**config.mk**
```make
export PLATFORM = sky130hd
export DESIGN_NAME = nvram_upload_reader
export DESIGN_NICKNAME = d
export VERILOG_FILES = /design/src/rtl/upload_pkg.sv /design/src/rtl/nvram_upload_reader.sv
export SDC_FILE = /design/constraint.sdc
export NUM_CORES = 1
export LEC_CHECK = 0
export CORE_UTILIZATION = 41
export DETAILED_ROUTE_END_ITERATION = 10
export PLACE_DENSITY = 0.83
export SLEW_MARGIN = 20
export SYNTH_ARGS = -nofsm -noshare
export SYNTH_HDL_FRONTEND = slang
export SYNTH_SLANG_ARGS = --single-unit
```
**constraint.sdc**
```tcl
create_clock -name clk_sys -period 2.3 [get_ports clk_sys]
set_input_delay 0.46 -clock clk_sys [delete_from_list [all_inputs] [get_ports clk_sys]]
set_output_delay 0.46 -clock clk_sys [all_outputs]
set_load 0.1 [all_outputs]
```
**src/rtl/upload_pkg.sv**
```systemverilog
// Shared types and constants for the HPS upload (save-RAM read-back) path.
package upload_pkg;

    typedef enum logic [2:0] {
        IDLE,
        ACQUIRE,
        READY,
        FETCH,
        LATCH
    } upl_state_t;

    localparam logic [7:0] UPL_OOR_BYTE  = 8'hFF;
    localparam logic [7:0] UPL_IDX_NVRAM = 8'd4;

endpackage

```
**src/rtl/nvram_upload_reader.sv**
```systemverilog
// Serves hps_io ioctl_rd byte requests from save RAM, arbitrating for the RAM
// port with a req/grant handshake so the CPU is paused rather than corrupted.
module nvram_upload_reader
    import upload_pkg::*;
#(
    parameter int         ADDR_W = 11,
    parameter logic [7:0] INDEX  = UPL_IDX_NVRAM
) (
    input  logic              clk_sys,
    input  logic              reset_n,
    input  logic              save_req,
    output logic              ioctl_upload_req,
    input  logic              ioctl_upload,
    input  logic [7:0]        ioctl_index,
    input  logic              ioctl_rd,
    input  logic [24:0]       ioctl_addr,
    output logic [7:0]        ioctl_din,
    output logic              bus_req,
    input  logic              bus_gnt,
    output logic [ADDR_W-1:0] ram_addr,
    output logic              ram_rd,
    input  logic [7:0]        ram_dout,
    output logic              busy,
    output logic              done
);

    upl_state_t        state_q, state_d;
    logic              pending_q, pending_d;
    logic              oor_q, oor_d;
    logic [ADDR_W-1:0] addr_q, addr_d;
    logic [7:0]        din_q, din_d;
    logic              done_q, done_d;
    logic              req_q, req_d;
    logic              defer_q, defer_d;

    logic sel, rd, rd_oor, pend_eff, oor_eff, serve, end_up;

    assign sel      = ioctl_upload && (ioctl_index == INDEX);
    // Reads aimed at another transfer index are not ours to serve.
    assign rd       = ioctl_rd && sel;
    assign rd_oor   = (ioctl_addr >> ADDR_W) != 25'd0;
    assign pend_eff = pending_q || rd;
    assign oor_eff  = rd ? rd_oor : oor_q;

    always_comb begin
        state_d   = state_q;
        pending_d = pend_eff;
        addr_d    = rd ? ioctl_addr[ADDR_W-1:0] : addr_q;
        oor_d     = oor_eff;
        din_d     = din_q;
        done_d    = 1'b0;
        serve     = 1'b0;
        end_up    = 1'b0;

        unique case (state_q)
            IDLE: begin
                if (sel) state_d = ACQUIRE;
            end
            ACQUIRE: begin
                if (!sel) begin
                    end_up = 1'b1;
                end else if (bus_gnt) begin
                    state_d = READY;
                    serve   = pend_eff;
                end
            end
            READY: begin
                if (!sel)          end_up  = 1'b1;
                else if (!bus_gnt) state_d = ACQUIRE;
                else               serve   = pend_eff;
            end
            FETCH: begin
                // Grantor honours a held ram_rd cycle, so grant loss waits for LATCH.
                state_d = LATCH;
            end
            LATCH: begin
                din_d = ram_dout;
                if (sel) state_d = READY;
                else     end_up  = 1'b1;
            end
            default: state_d = IDLE;
        endcase

        if (serve) begin
            pending_d = 1'b0;
            if (oor_eff) din_d   = UPL_OOR_BYTE;
            else         state_d = FETCH;
        end

        if (end_up) begin
            state_d   = IDLE;
            pending_d = 1'b0;
            done_d    = 1'b1;
        end
    end

    // A save request seen while busy is replayed when the current upload ends.
    always_comb begin
        req_d   = req_q;
        defer_d = defer_q;
        if (save_req && state_q != IDLE) defer_d = 1'b1;
        if (sel)                                   req_d = 1'b0;
        else if (save_req && state_q == IDLE)      req_d = 1'b1;
        if (end_up) begin
            req_d   = defer_q || save_req;
            defer_d = 1'b0;
        end
    end

    always_ff @(posedge clk_sys or negedge reset_n) begin
        if (!reset_n) begin
            state_q   <= IDLE;
            pending_q <= 1'b0;
            oor_q     <= 1'b0;
            addr_q    <= '0;
            din_q     <= 8'h00;
            done_q    <= 1'b0;
            req_q     <= 1'b0;
            defer_q   <= 1'b0;
        end else begin
            state_q   <= state_d;
            pending_q <= pending_d;
            oor_q     <= oor_d;
            addr_q    <= addr_d;
            din_q     <= din_d;
            done_q    <= done_d;
            req_q     <= req_d;
            defer_q   <= defer_d;
        end
    end

    assign ioctl_upload_req = req_q;
    assign ioctl_din        = din_q;
    assign ram_addr         = addr_q;
    assign ram_rd           = (state_q == FETCH);
    assign busy             = (state_q != IDLE);
    assign bus_req          = (state_q != IDLE);
    assign done             = done_q;

endmodule

```
==> flow_metrics.tcl, run 1 <==
set metrics [dict create \
    synth_edf_count 0 \
    fin_crit_sh_pct 89.00 \
    syn_area_per_cell_um2 11.47 \
    ys_warn_count 0 \
    outcome "finished, final reports clean" \
    power.density_nw_per_um2 428.3 \
    dpl.hpwl_um 2464 \
    synth_nets 161 \
    ys_types 35 \
    crit_path_max_fanout 11 \
    hold_viol_final 0 \
    nets 232 \
    antenna_found_initial 0 \
    drive_gt1_share_pct 27.72 \
    core_area_um2 3028 \
    cts_buffer_depth 2 \
    grt_util_all_layers_pct 18.92 \
    area_growth_syn_to_layout_pct 53.49 \
    start_util_pct 43.18 \
    whs_ns 0.4901 \
    final_util_pct 66.28 \
    synth-simple-area-share_pct 21.44 \
    arrival_ns 1.59 \
    cts_buffers 3 \
    num_rows 20 \
    antenna_cells 0 \
    critical_path_class "reg2out" \
    wirelength_um 3083 \
    cp.required_ns 1.84 \
    dp_cells 224 \
    vias 1113 \
    nFillCells 214 \
    io_buffer_count 70 \
    tritoncts "done" \
    grt_max_degree 28 \
    die_h_um 58.47 \
    synth-xor-area-share_pct 1.340 \
    wire_per_inst_um 13.52 \
    synth.ff_latch_count 27 \
    grt_overflow 0 \
    dr.pass1.iters 4 \
    clock_sink_count 27 \
    synthAdderAreaFrac_pct 0 \
    relSlewSlack_pct 72.37 \
    tightest_slew_ns 0.4144 \
    fp.dieW_um 58.47 \
    ant_nets 0 \
    cts_max_level 1 \
    period_minus_slack_ns 2.047 \
    stdcell_count 228 \
    synth_ff_type "dfrtp_1" \
    holdBufCountCts 0 \
    root_buffer "clkbuf_4" \
    grt_pass1_vias 1067 \
    seq_area_frac_synth_pct 51.67 \
    vias_per_cell 4.882 \
    finalSetupViolCount 0 \
    synth_area_um2 1308 \
    fmax_mhz 488.5 \
    p_leak_nw 0.9622 \
    critPathCaptureType "primary output" \
    hp-class "in2async" \
    irDropWorstVdd_v 0.0001883 \
    synth_top_family_by_area "simple AND/OR/NAND/NOR gates" \
    synthArstFlopShare_pct 100.0 \
    slew_viol_final 0 \
    cts_setup_buffers 0 \
    synth_mux_area_share_pct 13.68 \
    clkSlewWorstSetupHoldPaths_ns 0.14 \
    cts_resized 0 \
    synth_cells 114 \
    drv_cap 0 \
    dieArea_um2 3419 \
    rsz0062_at_grt "false" \
    gp_congestion 0.7453 \
    grt_pass1_wl_um 4961 \
    fin_skew_ns 0.003197 \
    startpoint_type "register" \
    first_iter_violations 27 \
    synth_compound_area_share_pct 8.134 \
    clk_latency_ns 0.32 \
    drt_drc_violations_left 0 \
    pin_count 71 \
]
==> sequential cells by signal, summed over array words and instances, names as in the netlist <==
signal,cells
ram_addr,11
ioctl_din,8
state_q,3
defer_q,1
done,1
ioctl_upload_req,1
oor_q,1
pending_q,1
==> placed cells by master, fill, tap and decap left out, types with 3 or more instances in the layout <==
master	count
dfrtp_1	27
nand3_1	9
buf_4	26
nand2_1	19
clkbuf_4	3
nor2_1	10
clkdlybuf4s50_1	46
nor4_1	3
mux2_2	3
mux2_4	9
==> where the power goes <==
part           internal (mW)  switching [mW]
logic                 0.0906          0.0754
clock network         0.0663           0.140
registers              0.483         0.00425
total                  0.640           0.220
==> synth_stat cells (all sizes together), types with 2 or more instances <==
cell    count  share of area, %
dfrtp      27                52
nor4b       2               3.0
a21oi       2              0.77
nor2       10               2.9
o21ai       2              0.76
nand4       2               1.4
nor3        2               1.1
clkbuf      2              0.57
nor4        3               1.4
nand3       9               3.4
mux2       12                13
buf         4               2.6
nand2      19               5.5
o21a        3               2.3
inv         2              0.57
==> metrics by stage <==
stage	setup TNS [ns]	area, um^2	total power [mW]	setup WS, ns
detailed placement	0	1977	0.6622	0.1687
finish	0	2007	0.8595	0.2530
global route	0	2007	0.8971	0.2047
global placement	0	1977	0.6602	0.2131
floorplan	-0.000003553	1308	0.5564	-0.000003553
CTS	0	2007	0.8646	0.2600
==> cell type report <==
class / count / area (um^2) / area share [%]
Clock inverter: 1 / 7.507 / 0.3741
Inverter: 2 / 7.507 / 0.3741
Sequential cell: 27 / 675.6 / 33.67
Multi-Input combinational cell: 79 / 583.1 / 29.05
Clock buffer: 3 / 22.52 / 1.122
Tap cell: 44 / 55.05 / 2.743
Timing Repair Buffer: 72 / 655.6 / 32.67
==> final timing paths <==
kind,from,endpoint,slack (ns),cells past startpoint
hold reg to reg,pending_q,pending_q,0.51,1
hold / removal,reset_n,ram_addr[5],0.49,2
setup reg to reg,state_q[2],ioctl_upload_req,0.72,4
max in group asynchronous,reset_n,ioctl_din[2],1.57,2
setup / recovery,state_q[2],bus_req,0.25,2
min in group clk_sys,pending_q,pending_q,0.51,1
==> logic make-up after synthesis <==
logic type	Yosys count
DFF	27
buffers and inverters	8
and+or+nand+nor	52
AOI/OAI and AO/OA	12
muxes	13
xor gates and xnor gates	2
==> critical path, stage by stage, from the launching register on <==
cell and delay, ns:
dfrtp_1 0.52, or3_1 0.48, buf_4 0.26
==> metal layers <==
metal / GRT usage, % / wire [um] / up-vias
met3: 3.077 / 234 / 2
met5: 0 / 0 / -
met1: 24.03 / 1350 / 530
met2: 33.00 / 1471 / 40
met4: 6.122 / 27 / 0
li1: - / - / 541
Power figures use the tool's default switching activity.
==> inputs of run 2 (changes only) <==
Clock period 2.3 ns to 2.48 ns, I/O delays scaled along.
==> flow_metrics.tcl, run 2 (synthesized netlist as in run 1, its figures left out) <==
set metrics [dict create \
    outcome "finished, final reports clean" \
    crit_path_max_fanout 11 \
    wire_per_inst_um 14.06 \
    power.density_nw_per_um2 400.1 \
    grt_pass1_wl_um 5257 \
    tritoncts "done" \
    cts_resized 0 \
    busiest_layer "met2" \
    antenna_found_initial 0 \
    crit_slowest_cell "dfrtp_1" \
    power.share.switching_pct 26.10 \
    fmax_mhz 475.8 \
    io_buffer_count 70 \
    tightest_slew_ns 0.4169 \
    pin_count 71 \
    cts_setup_buffers 0 \
    cts_buffers 3 \
    dpl.hpwl_um 2594 \
    start_util_pct 43.18 \
    root_buffer "clkbuf_4" \
    critical_path_class "reg2out" \
    relSlewSlack_pct 72.21 \
    drt_drc_violations_left 0 \
    antenna_cells 0 \
    finalSetupTns_ns 0 \
    critical_path.max_stage_delay_ns 0.53 \
    core_area_um2 3028 \
    ant_nets 0 \
    critPathCaptureType "primary output" \
    p_clk_share_pct 24.6 \
    cts_max_level 1 \
    cp.required_ns 1.98 \
    crit_chain "or3_1 > buf_4" \
    internal_power_mw 0.5934 \
    gp_congestion 0.7240 \
    grt_pass1_vias 1168 \
    num_rows 20 \
    use_met3_pct 3.516 \
    holdBufCountCts 0 \
    met2_usage_pct 37.60 \
    dieArea_um2 3419 \
    fin_crit_sh_pct 84.75 \
    area_growth_syn_to_layout_pct 53.49 \
    finalSetupViolCount 0 \
    clkSlewWorstSetupHoldPaths_ns 0.15 \
    dp_cells 224 \
    stdcell_count 228 \
    drive_gt1_share_pct 27.72 \
    cts_buffer_depth 2 \
    startpoint_type "register" \
    dr.pass1.iters 4 \
    irDropWorstVdd_v 0.0001858 \
    hold_depth 1 \
    hp-class "reg2reg" \
    first_iter_violations 61 \
    grt_util_all_layers_pct 20.43 \
    p_leak_nw 0.9622 \
    p_sw_mw 0.2096 \
    pre_cts_ws_ns 0.3330 \
    wirelength_um 3206 \
    largest_register_ffs 11 \
    power_frac_seq_pct 56.2 \
    fp.dieW_um 58.47 \
    vias 1138 \
    final_util_pct 66.28 \
    fin_skew_ns 0.0006867 \
    setup_ws_ns 0.3782 \
    use_met1_pct 23.45 \
    clock_sink_count 27 \
    r2r_cells 4 \
    vias_per_cell 4.991 \
    power_mw 0.8030 \
    drv_cap 0 \
    die_h_um 58.47 \
    slew_viol_final 0 \
    hold_viol_final 0 \
    grt_max_degree 28 \
    mostFrequentLayoutCells "clkdlybuf4s50_1, dfrtp_1, buf_4" \
    period_minus_slack_ns 2.102 \
    arrival_ns 1.61 \
    grt_overflow 0 \
    final_common_cell "clkdlybuf4s50_1" \
    rsz0062_at_grt "false" \
    clk_latency_ns 0.33 \
    pwr-share-comb_pct 19.2 \
    nets 232 \
]
run 2: cell counts in the layout (fill, tap and decap cells not counted):
No cell type changed its count.
run 2: final cells by class:
| cell class | instances | area [um^2] |
|---|---|---|
| clock buffers | 3 | 22.52 |
| flip-flops and latches | 27 | 675.6 |
| multi-input cells | 79 | 583.1 |
| inverters | 2 | 7.507 |
| well taps | 44 | 55.05 |
| repair buffers | 72 | 655.6 |
| fillers | 236 | 1021 |
| clock inverters | 1 | 7.507 |
run 2: final timing paths:
check / startpoint / end / slack [ns]
hold / removal: pending_q / pending_q / 0.51
setup / recovery: state_q[2] / bus_req / 0.38
min in group asynchronous: reset_n / ram_addr[4] / 0.52
setup reg to reg: state_q[2] / ioctl_upload_req / 0.92
max in group asynchronous: reset_n / state_q[2] / 1.71
hold reg to reg: pending_q / pending_q / 0.51
run 2: critical path, delay by kind of cell (launching register included):
family / cells / cell delay [ns]
flip-flops: 1 / 0.53
AND/OR/NAND/NOR: 1 / 0.48
buffers and inverters: 1 / 0.26
run 2: layer usage:
metal	up-vias	part of all wire, %
li1	540	-
met1	548	39
met2	45	51
met3	5	7.3
met4	0	1.9
met5	-	0
run 2: power groups by stage:
stage | logic [mW] | registers, mW | clock network (mW)
floorplan | 0.0205 | 0.496 | 0
global route | 0.163 | 0.453 | 0.222
detailed placement | 0.155 | 0.460 | 0
finish | 0.154 | 0.452 | 0.197
global placement | 0.152 | 0.459 | 0
CTS | 0.156 | 0.452 | 0.205
run 2: stage by stage:
| stage | hold WS [ns] | instance area (um^2) |
|---|---|---|
| after global placement | 0.4702 | 1977 |
| after detailed placement | 0.4801 | 1977 |
| final | 0.5113 | 2007 |
| after global routing | 0.5295 | 2007 |
| after CTS | 0.5143 | 2007 |
| after floorplan | 0.2004 | 1308 |
